`config.mk`:
```
export PLATFORM = sky130hd
export DESIGN_NAME = gate_test_sequencer
export DESIGN_NICKNAME = d
export VERILOG_FILES = /design/src/rtl/gate_test_sequencer.sv
export SDC_FILE = /design/constraint.sdc
export NUM_CORES = 1
export LEC_CHECK = 0
export CELL_PAD_IN_SITES_DETAIL_PLACEMENT = 0
export CELL_PAD_IN_SITES_GLOBAL_PLACEMENT = 1
export CORE_ASPECT_RATIO = 1.25
export CORE_MARGIN = 2
export CORE_UTILIZATION = 40
export DETAILED_ROUTE_END_ITERATION = 8
export DONT_BUFFER_PORTS = 1
export HOLD_SLACK_MARGIN = 0.03
export PLACE_DENSITY_LB_ADDON = 0.1
export SLEW_MARGIN = 20
export SYNTH_ARGS = -nofsm -noshare
export SYNTH_HDL_FRONTEND = slang
export SYNTH_SLANG_ARGS = --single-unit
```
`constraint.sdc`:
```
create_clock -name clk -period 1.4 [get_ports clk]
set_clock_uncertainty 0.05 [all_clocks]
set_input_delay 0.28 -clock clk [delete_from_list [all_inputs] [get_ports clk]]
set_output_delay 0.28 -clock clk [all_outputs]
set_load 0.005 [all_outputs]
```
`src/rtl/gate_test_sequencer.sv`:
```
// rtl/gate_test_sequencer.sv - sweeps every input vector of a combinational gate and checks it against GATE_OP.
// Optional: define GATE_SEQ_STOP_ON_FAIL_EN to end the sweep at the first mismatch.
module gate_test_sequencer #(
  parameter int                N_IN        = 2,
  parameter logic [2**N_IN-1:0] GATE_OP     = 4'b1000,
  parameter int                HOLD_CYCLES = 4
) (
  input  logic            clk,
  input  logic            rst_n,
  input  logic            start,
  output logic [N_IN-1:0] dut_a,
  input  logic            dut_y,
  output logic            busy,
  output logic            done,
  output logic            pass,
  output logic [N_IN:0]   err_count,
  output logic [N_IN-1:0] fail_vec
);

  localparam int NV     = 2**N_IN;
  localparam int HOLD_W = (HOLD_CYCLES > 1) ? $clog2(HOLD_CYCLES) : 1;

  localparam logic [1:0] IDLE   = 2'd0;
  localparam logic [1:0] DRIVE  = 2'd1;
  localparam logic [1:0] SAMPLE = 2'd2;
  localparam logic [1:0] DONE   = 2'd3;

  localparam logic [N_IN-1:0]   VEC_LAST  = N_IN'(NV - 1);
  localparam logic [HOLD_W-1:0] HOLD_LAST = HOLD_W'(HOLD_CYCLES - 1);
  localparam logic [N_IN:0]     ERR_MAX   = (N_IN + 1)'(NV);

  logic [1:0]        state;
  logic [N_IN-1:0]   vec;
  logic [HOLD_W-1:0] hold;
  logic              mismatch;
  logic              stop_now;

  // The vector counter is the gate input register; it only moves on SAMPLE->DRIVE.
  assign dut_a    = vec;
  assign busy     = (state != IDLE);
  assign mismatch = (dut_y != GATE_OP[vec]);

`ifdef GATE_SEQ_STOP_ON_FAIL_EN
  assign stop_now = mismatch;
`else
  assign stop_now = 1'b0;
`endif

  always_ff @(posedge clk or negedge rst_n) begin
    if (!rst_n) begin
      state     <= IDLE;
      vec       <= '0;
      hold      <= '0;
      done      <= 1'b0;
      pass      <= 1'b0;
      err_count <= '0;
      fail_vec  <= '0;
    end else begin
      done <= 1'b0;
      case (state)
        IDLE: begin
          if (start) begin
            state     <= DRIVE;
            vec       <= '0;
            hold      <= '0;
            err_count <= '0;
            fail_vec  <= '0;
            pass      <= 1'b0;
          end
        end
        DRIVE: begin
          if (hold == HOLD_LAST) begin
            state <= SAMPLE;
          end else begin
            hold <= hold + 1'b1;
          end
        end
        SAMPLE: begin
          if (mismatch) begin
            if (err_count != ERR_MAX) begin
              err_count <= err_count + 1'b1;
            end
            if (err_count == '0) begin
              fail_vec <= vec;
            end
          end
          if (vec == VEC_LAST || stop_now) begin
            state <= DONE;
          end else begin
            vec   <= vec + 1'b1;
            hold  <= '0;
            state <= DRIVE;
          end
        end
        DONE: begin
          done  <= 1'b1;
          pass  <= (err_count == '0);
          state <= IDLE;
        end
        default: state <= IDLE;
      endcase
    end
  end

endmodule

```
-- Word level (Yosys, flattened, before mapping)
Cells that the tools add are included.
W data, S select, Z words.
- $add $sub $neg: 3
- magnitude comparators: 1
- equal/unequal tests: 14
- multiplexer cells: 22
- reduce and logical (&&, ||, !) cells: 12
- operators by type and width (cell ; number):
    $mux W2 ; 9
    $ne A2 B2 Y1 const B ; 7
    $reduce_and A4 Y1 ; 3
    $mux W3 ; 3
    $eq A2 B2 Y1 const B ; 4
    $pmux W2 S2 ; 2
    $pmux W2 S4 ; 1
    $pmux W2 S3 ; 1
    $pmux W3 S2 ; 1
    $reduce_bool A2 Y1 ; 3
    $add A2 B1 Y2 const B ; 2
    $reduce_and A2 Y1 ; 2
    $add A3 B1 Y3 const B ; 1
    $logic_not A3 Y1 ; 1
    $lt A2 B3 Y1 const B ; 1
    $mux W1 ; 3
    $ne A3 B3 Y1 const B ; 1
    $reduce_and A3 Y1 ; 1
    $reduce_bool A3 Y1 ; 1
    $bmux W1 S2 ; 1
    $eq A2 B1 Y1 const B ; 1
    $logic_not A2 Y1 ; 1
    $pmux W1 S2 ; 1
    $ne A1 B1 Y1 ; 1
- bits in registers: 13
- bits of input ports: 4

-- Depth between registers and ports, before layout
- word-level depth: 5
- depth in mapped cells: 6

-- Least setup slack after synthesis
No wires, ideal clock.
- path type: register to register
- from: reg vec[0] (netlist: dut_a[0])
- to: reg fail_vec[0]
- setup time: 122 ps
- arrival time: 1398 ps
- path slack: -170 ps
- stages on the path, launching flop included: 7
- path buffers: 1
- period minus slack after synthesis: 1570 ps
- path through: dfrtp_1 -> ha_1 -> buf_6 -> xnor2_2 -> a21oi_2 -> o21ai_1 -> a32o_1
- longest elaborated chain between the ends: 5
- ends and longest elaborated chain (item ; RTL line ; source):
    start: declaration ; 33 ; logic [N_IN-1:0] vec;
    start signal: assignment ; 90 ; vec <= vec + 1'b1;
    $bmux W1 S2 ; 41 ; assign mismatch = (dut_y != GATE_OP[vec]);
    $mux W1 (implied by the code) ; 41 ;
    $ne A1 B1 Y1 ; 41 ;
    $ne A2 B2 Y1 (no source line) ; -- ;
    $reduce_and A4 Y1 (no source line) ; -- ;
    end signal: assignment ; 84 ; fail_vec <= vec;
    end: declaration ; 17 ; output logic [N_IN-1:0] fail_vec
Several ways; a longest one is shown, not always the timed one. The select of a mux whose other input is x is not followed.
A chain may end at the register's enable or synchronous reset.

-- Final worst setup path
- from: reg vec[1] (netlist: dut_a[1])
- to: reg fail_vec[0]
- longest elaborated chain between the ends: 5
- ends and longest elaborated chain (item ; RTL line):
    $bmux W1 S2 ; 41
    $mux W1 (implied by the code) ; 41
    $ne A1 B1 Y1 ; 41
    $ne A2 B2 Y1 (no source line) ; --
    $reduce_and A4 Y1 (no source line) ; --
No other way between the ends. The select of a mux whose other input is x is not followed.

==> flow_summary_export.csv <==
group,metric,value,unit
cts,numCtsBuffers,3,
place,hpwl_reported_at_the_end_of_detailed_placement,1010,µm
worst_setup_path,worst_path_max_stage_delay,0.42,ns
synth,synth.yosys.seq_area_share,0.469,
flow_run,maxCapViolations,0,
detailed_routing,drt_drc_violations_left,0,
worst_setup_path,sequence_of_cells_on_the_critical_path,"ha_4 > xnor2_4 > a21oi_4 > o21ai_2 > a32o_1",
place,placement.io_buffers,0,
sta,final_hold_viol_count,0,
worst_setup_path,path_max_fanout,3,
worst_setup_path,cp_data_arrival_time,1.51,ns
cts,tritoncts,"yes",
synth,syn-cell-area,693,µm²
outcome,outcome,"finished clean",
sta,finalCriticalPeriod,1.40,ns
global_route,grt_pass1_wl,2160,µm
floorplanning,placementRows,16,
sta,fmax,716,MHz
global_route,first_global_vias,547,
global_route,grt_use_total,0.153,
power_and_ir_drop,cell_area_power_density,1710,mW/mm²
cts,cts_root_buf,"sky130_fd_sc_hd__clkbuf_4",
worst_setup_path,critical_path.slowest_cell,"sky130_fd_sc_hd__dfrtp_1",
detailed_routing,wirelength,1360,µm
cts,clk-insertion-delay-late,0.28,ns
global_route,gr_ovfl_total,0,
power_and_ir_drop,vdd.ir_drop.worst,0.793,mV
floorplanning,floorplan.io_pins,14,
detailed_routing,viasPerCell,5.43,
synth,synth_area_per_cell,10.0,µm²
detailed_routing,overall_via_count_from_detail_route,559,
sta,worst-slew-pin-transition,0.600,ns
detailed_routing,ant_nets,0,
synth,yosys_register_bits,13,
worst_setup_path,critPathLaunchType,"flip-flop",
cts,cts_sinks,13,
synth,synth-warning-count,0,
sta,setup_repair_after_global_routing_missed_its_margin,"true",
cts,htree_levels,1,
sta,finalMaxSlewViolations,0,
final_layout,post-route-util,0.578,
detailed_routing,first_pass_iters,3,
place,place.gp.congestion,0.713,
detailed_routing,detail_route.wl_per_cell,13.2,µm
worst_setup_path,cp.buffers_inverters,0,
worst_setup_path,worst_setup_path_end_kind,"flip-flop",
synth,synthesis.nets,77,
floorplanning,die_w,41.2,µm
worst_setup_path,crit_type,"reg2reg",
floorplanning,floorplan.core_area,0.00160,mm²
final_layout,syn2layout_area_growth,33.6,%
final_layout,nets,94,
synth,post_synth_cell_types,29,
sta,setup_viol_count_final,0,
floorplanning,die_height,50.5,µm
sta,holdWs,0.210,ns
floorplanning,starting_density,0.433,
cts,cts.reportedPaths.clkPinSlew,0.08,ns
sta,worst_slew_margin_rel,0.599,
floorplanning,design.die.area,0.00208,mm²
power_and_ir_drop,p_leak,0.416,nW
min_path,min_path_type,"in2reg",
detailed_routing,drtIter0Drc,7,
cts,ctsLongestPathBuffers,2,
final_layout,drive_gt1_frac,0.388,
worst_setup_path,cpLargestDelayFamily,"compound AO/OA/AOI/OAI gates",
synth,synth_cells,69,
global_route,antenna_found_initial,0,
sta,finalCritPeriodShare,0.997,
worst_setup_path,critical_path_required,1.52,ns
final_layout,antenna-diode-count,0,
global_route,grt_start_max_net_pins,14,
kinds of logic after synthesis:
| group | count (synthesis) | share of synthesized area |
|---|---|---|
| flip-flops | 13 | 0.469 |
| AND/OR/NAND/NOR | 19 | 0.123 |
| AO/OA/AOI/OAI | 21 | 0.213 |
| adder cells (fa/ha/maj) | 4 | 0.0722 |
| XOR/XNOR | 2 | 0.0361 |
| multiplexers | 2 | 0.0325 |
| buffers and inverters | 8 | 0.0541 |
power breakdown:
| group | switching, mW | internal (mW) | leakage (nW) |
|---|---|---|---|
| Combinational | 0.382 | 0.397 | 0.229 |
| Sequential | 0.0910 | 0.476 | 0.172 |
| Clock | 0.127 | 0.111 | 0.0150 |
| Total | 0.600 | 0.984 | 0.416 |
per-layer routing:
layer | global-route usage | part of all wire
met1 | 0.198 | 0.42
met2 | 0.221 | 0.52
met3 | 0.0442 | 0.050
met4 | 0.0806 | 0.014
met5 | 0 | 0
flip-flops by register name, indices dropped and copies added, names as in the netlist:
name / flops
done: 1
dut_a: 2
err_count: 3
fail_vec: 2
hold: 2
pass: 1
state: 2
worst paths after layout:
check	slack, ns	cells after the start	start	end
max in group asynchronous	0.49	1	rst_n	state[1]
hold reg to reg	0.50	1	fail_vec[1]	fail_vec[1]
setup / recovery	0.004	5	dut_a[1]	fail_vec[0]
hold / removal	0.21	3	start	pass
setup reg to reg	0.004	5	dut_a[1]	fail_vec[0]
min in group asynchronous	0.39	1	rst_n	done
cells in the final DEF (no fill, tap or decap):
cell type,instances
sky130_fd_sc_hd__nand2_1,12
sky130_fd_sc_hd__dfrtp_1,12
sky130_fd_sc_hd__buf_4,11
sky130_fd_sc_hd__o21ai_0,6
sky130_fd_sc_hd__inv_1,5
sky130_fd_sc_hd__a32o_1,3
sky130_fd_sc_hd__clkbuf_4,3
sky130_fd_sc_hd__o21ai_2,2
sky130_fd_sc_hd__a21oi_1,2
sky130_fd_sc_hd__mux2_2,2
sky130_fd_sc_hd__ha_1,2
sky130_fd_sc_hd__buf_6,2
sky130_fd_sc_hd__or2_4,1
sky130_fd_sc_hd__nor2b_1,1
sky130_fd_sc_hd__inv_4,1
sky130_fd_sc_hd__xnor2_4,1
sky130_fd_sc_hd__nor3_4,1
sky130_fd_sc_hd__o21bai_2,1
sky130_fd_sc_hd__a21oi_4,1
sky130_fd_sc_hd__a22o_1,1
sky130_fd_sc_hd__nor2_4,1
sky130_fd_sc_hd__xor2_1,1
sky130_fd_sc_hd__o211ai_1,1
sky130_fd_sc_hd__nor3_1,1
sky130_fd_sc_hd__nand3_1,1
sky130_fd_sc_hd__nor2_1,1
sky130_fd_sc_hd__a22oi_1,1
sky130_fd_sc_hd__o31ai_2,1
sky130_fd_sc_hd__a31oi_4,1
sky130_fd_sc_hd__o22ai_2,1
sky130_fd_sc_hd__ha_2,1
sky130_fd_sc_hd__ha_4,1
sky130_fd_sc_hd__clkbuf_1,1
sky130_fd_sc_hd__dlygate4sd3_1,1
sky130_fd_sc_hd__dfrtp_2,1
Yosys cell counts:
library cell	number	share of area
sky130_fd_sc_hd__o22ai_1	1	0.0090
sky130_fd_sc_hd__xnor2_2	1	0.023
sky130_fd_sc_hd__nand3_1	1	0.0072
sky130_fd_sc_hd__o21ai_2	1	0.013
sky130_fd_sc_hd__o21ai_1	1	0.0072
sky130_fd_sc_hd__clkbuf_1	1	0.0054
sky130_fd_sc_hd__buf_6	1	0.016
sky130_fd_sc_hd__ha_1	4	0.072
sky130_fd_sc_hd__nor3_2	1	0.014
sky130_fd_sc_hd__nor2_1	2	0.011
sky130_fd_sc_hd__mux2_2	2	0.032
sky130_fd_sc_hd__xor2_1	1	0.013
sky130_fd_sc_hd__o211ai_1	1	0.011
sky130_fd_sc_hd__o31ai_1	1	0.011
sky130_fd_sc_hd__nor3_1	1	0.0072
sky130_fd_sc_hd__o21ai_0	6	0.043
sky130_fd_sc_hd__a22oi_1	1	0.011
sky130_fd_sc_hd__inv_2	1	0.0054
sky130_fd_sc_hd__a21oi_2	1	0.013
sky130_fd_sc_hd__a21oi_1	2	0.014
sky130_fd_sc_hd__o21bai_2	1	0.016
sky130_fd_sc_hd__or2_2	1	0.0090
sky130_fd_sc_hd__a22o_1	1	0.013
sky130_fd_sc_hd__inv_1	5	0.027
sky130_fd_sc_hd__a32o_1	3	0.043
sky130_fd_sc_hd__dfrtp_1	13	0.47
sky130_fd_sc_hd__nor2b_1	1	0.0090
sky130_fd_sc_hd__a31oi_1	1	0.0090
sky130_fd_sc_hd__nand2_1	12	0.065
what timing repair did:
item / CTS / global route
setup buffers: 0 / 2
hold endpoints to repair: 13 / 0
pin swaps: 3 / 6
endpoints found under the setup margin: 4 / 8
hold buffers: 1 / 0
resized for setup: 2 / 13
stage by stage:
stage / cells / setup slack, ns / TNS, ns / power [mW] / instance area (µm²)
3_3_place_gp: 96 / 0.00181 / 0 / 1.23 / 797
6_report: 103 / 0.00409 / 0 / 1.58 / 926
5_1_grt: 103 / -0.0494 / -0.171 / 1.74 / 926
4_1_cts: 101 / -0.0157 / -0.0299 / 1.50 / 845
3_5_place_dp: 96 / -0.0197 / -0.0410 / 1.23 / 797
2_1_floorplan: 69 / -0.114 / -0.396 / 0.986 / 707
layout make-up:
class / count / area, µm²
fillers: 156 / 676
multi-input cells: 48 / 410
flip-flops and latches: 13 / 327
repair buffers: 14 / 115
clock buffers: 4 / 26.3
inverters: 6 / 25.0
well taps: 18 / 22.5
worst min-delay path, delay by kind of cell:
kind	cells	cell delay, ns
AOI/OAI and AO/OA	2	0.16
buffers and inverters	1	0.06
(Power assumes the default switching activity.)
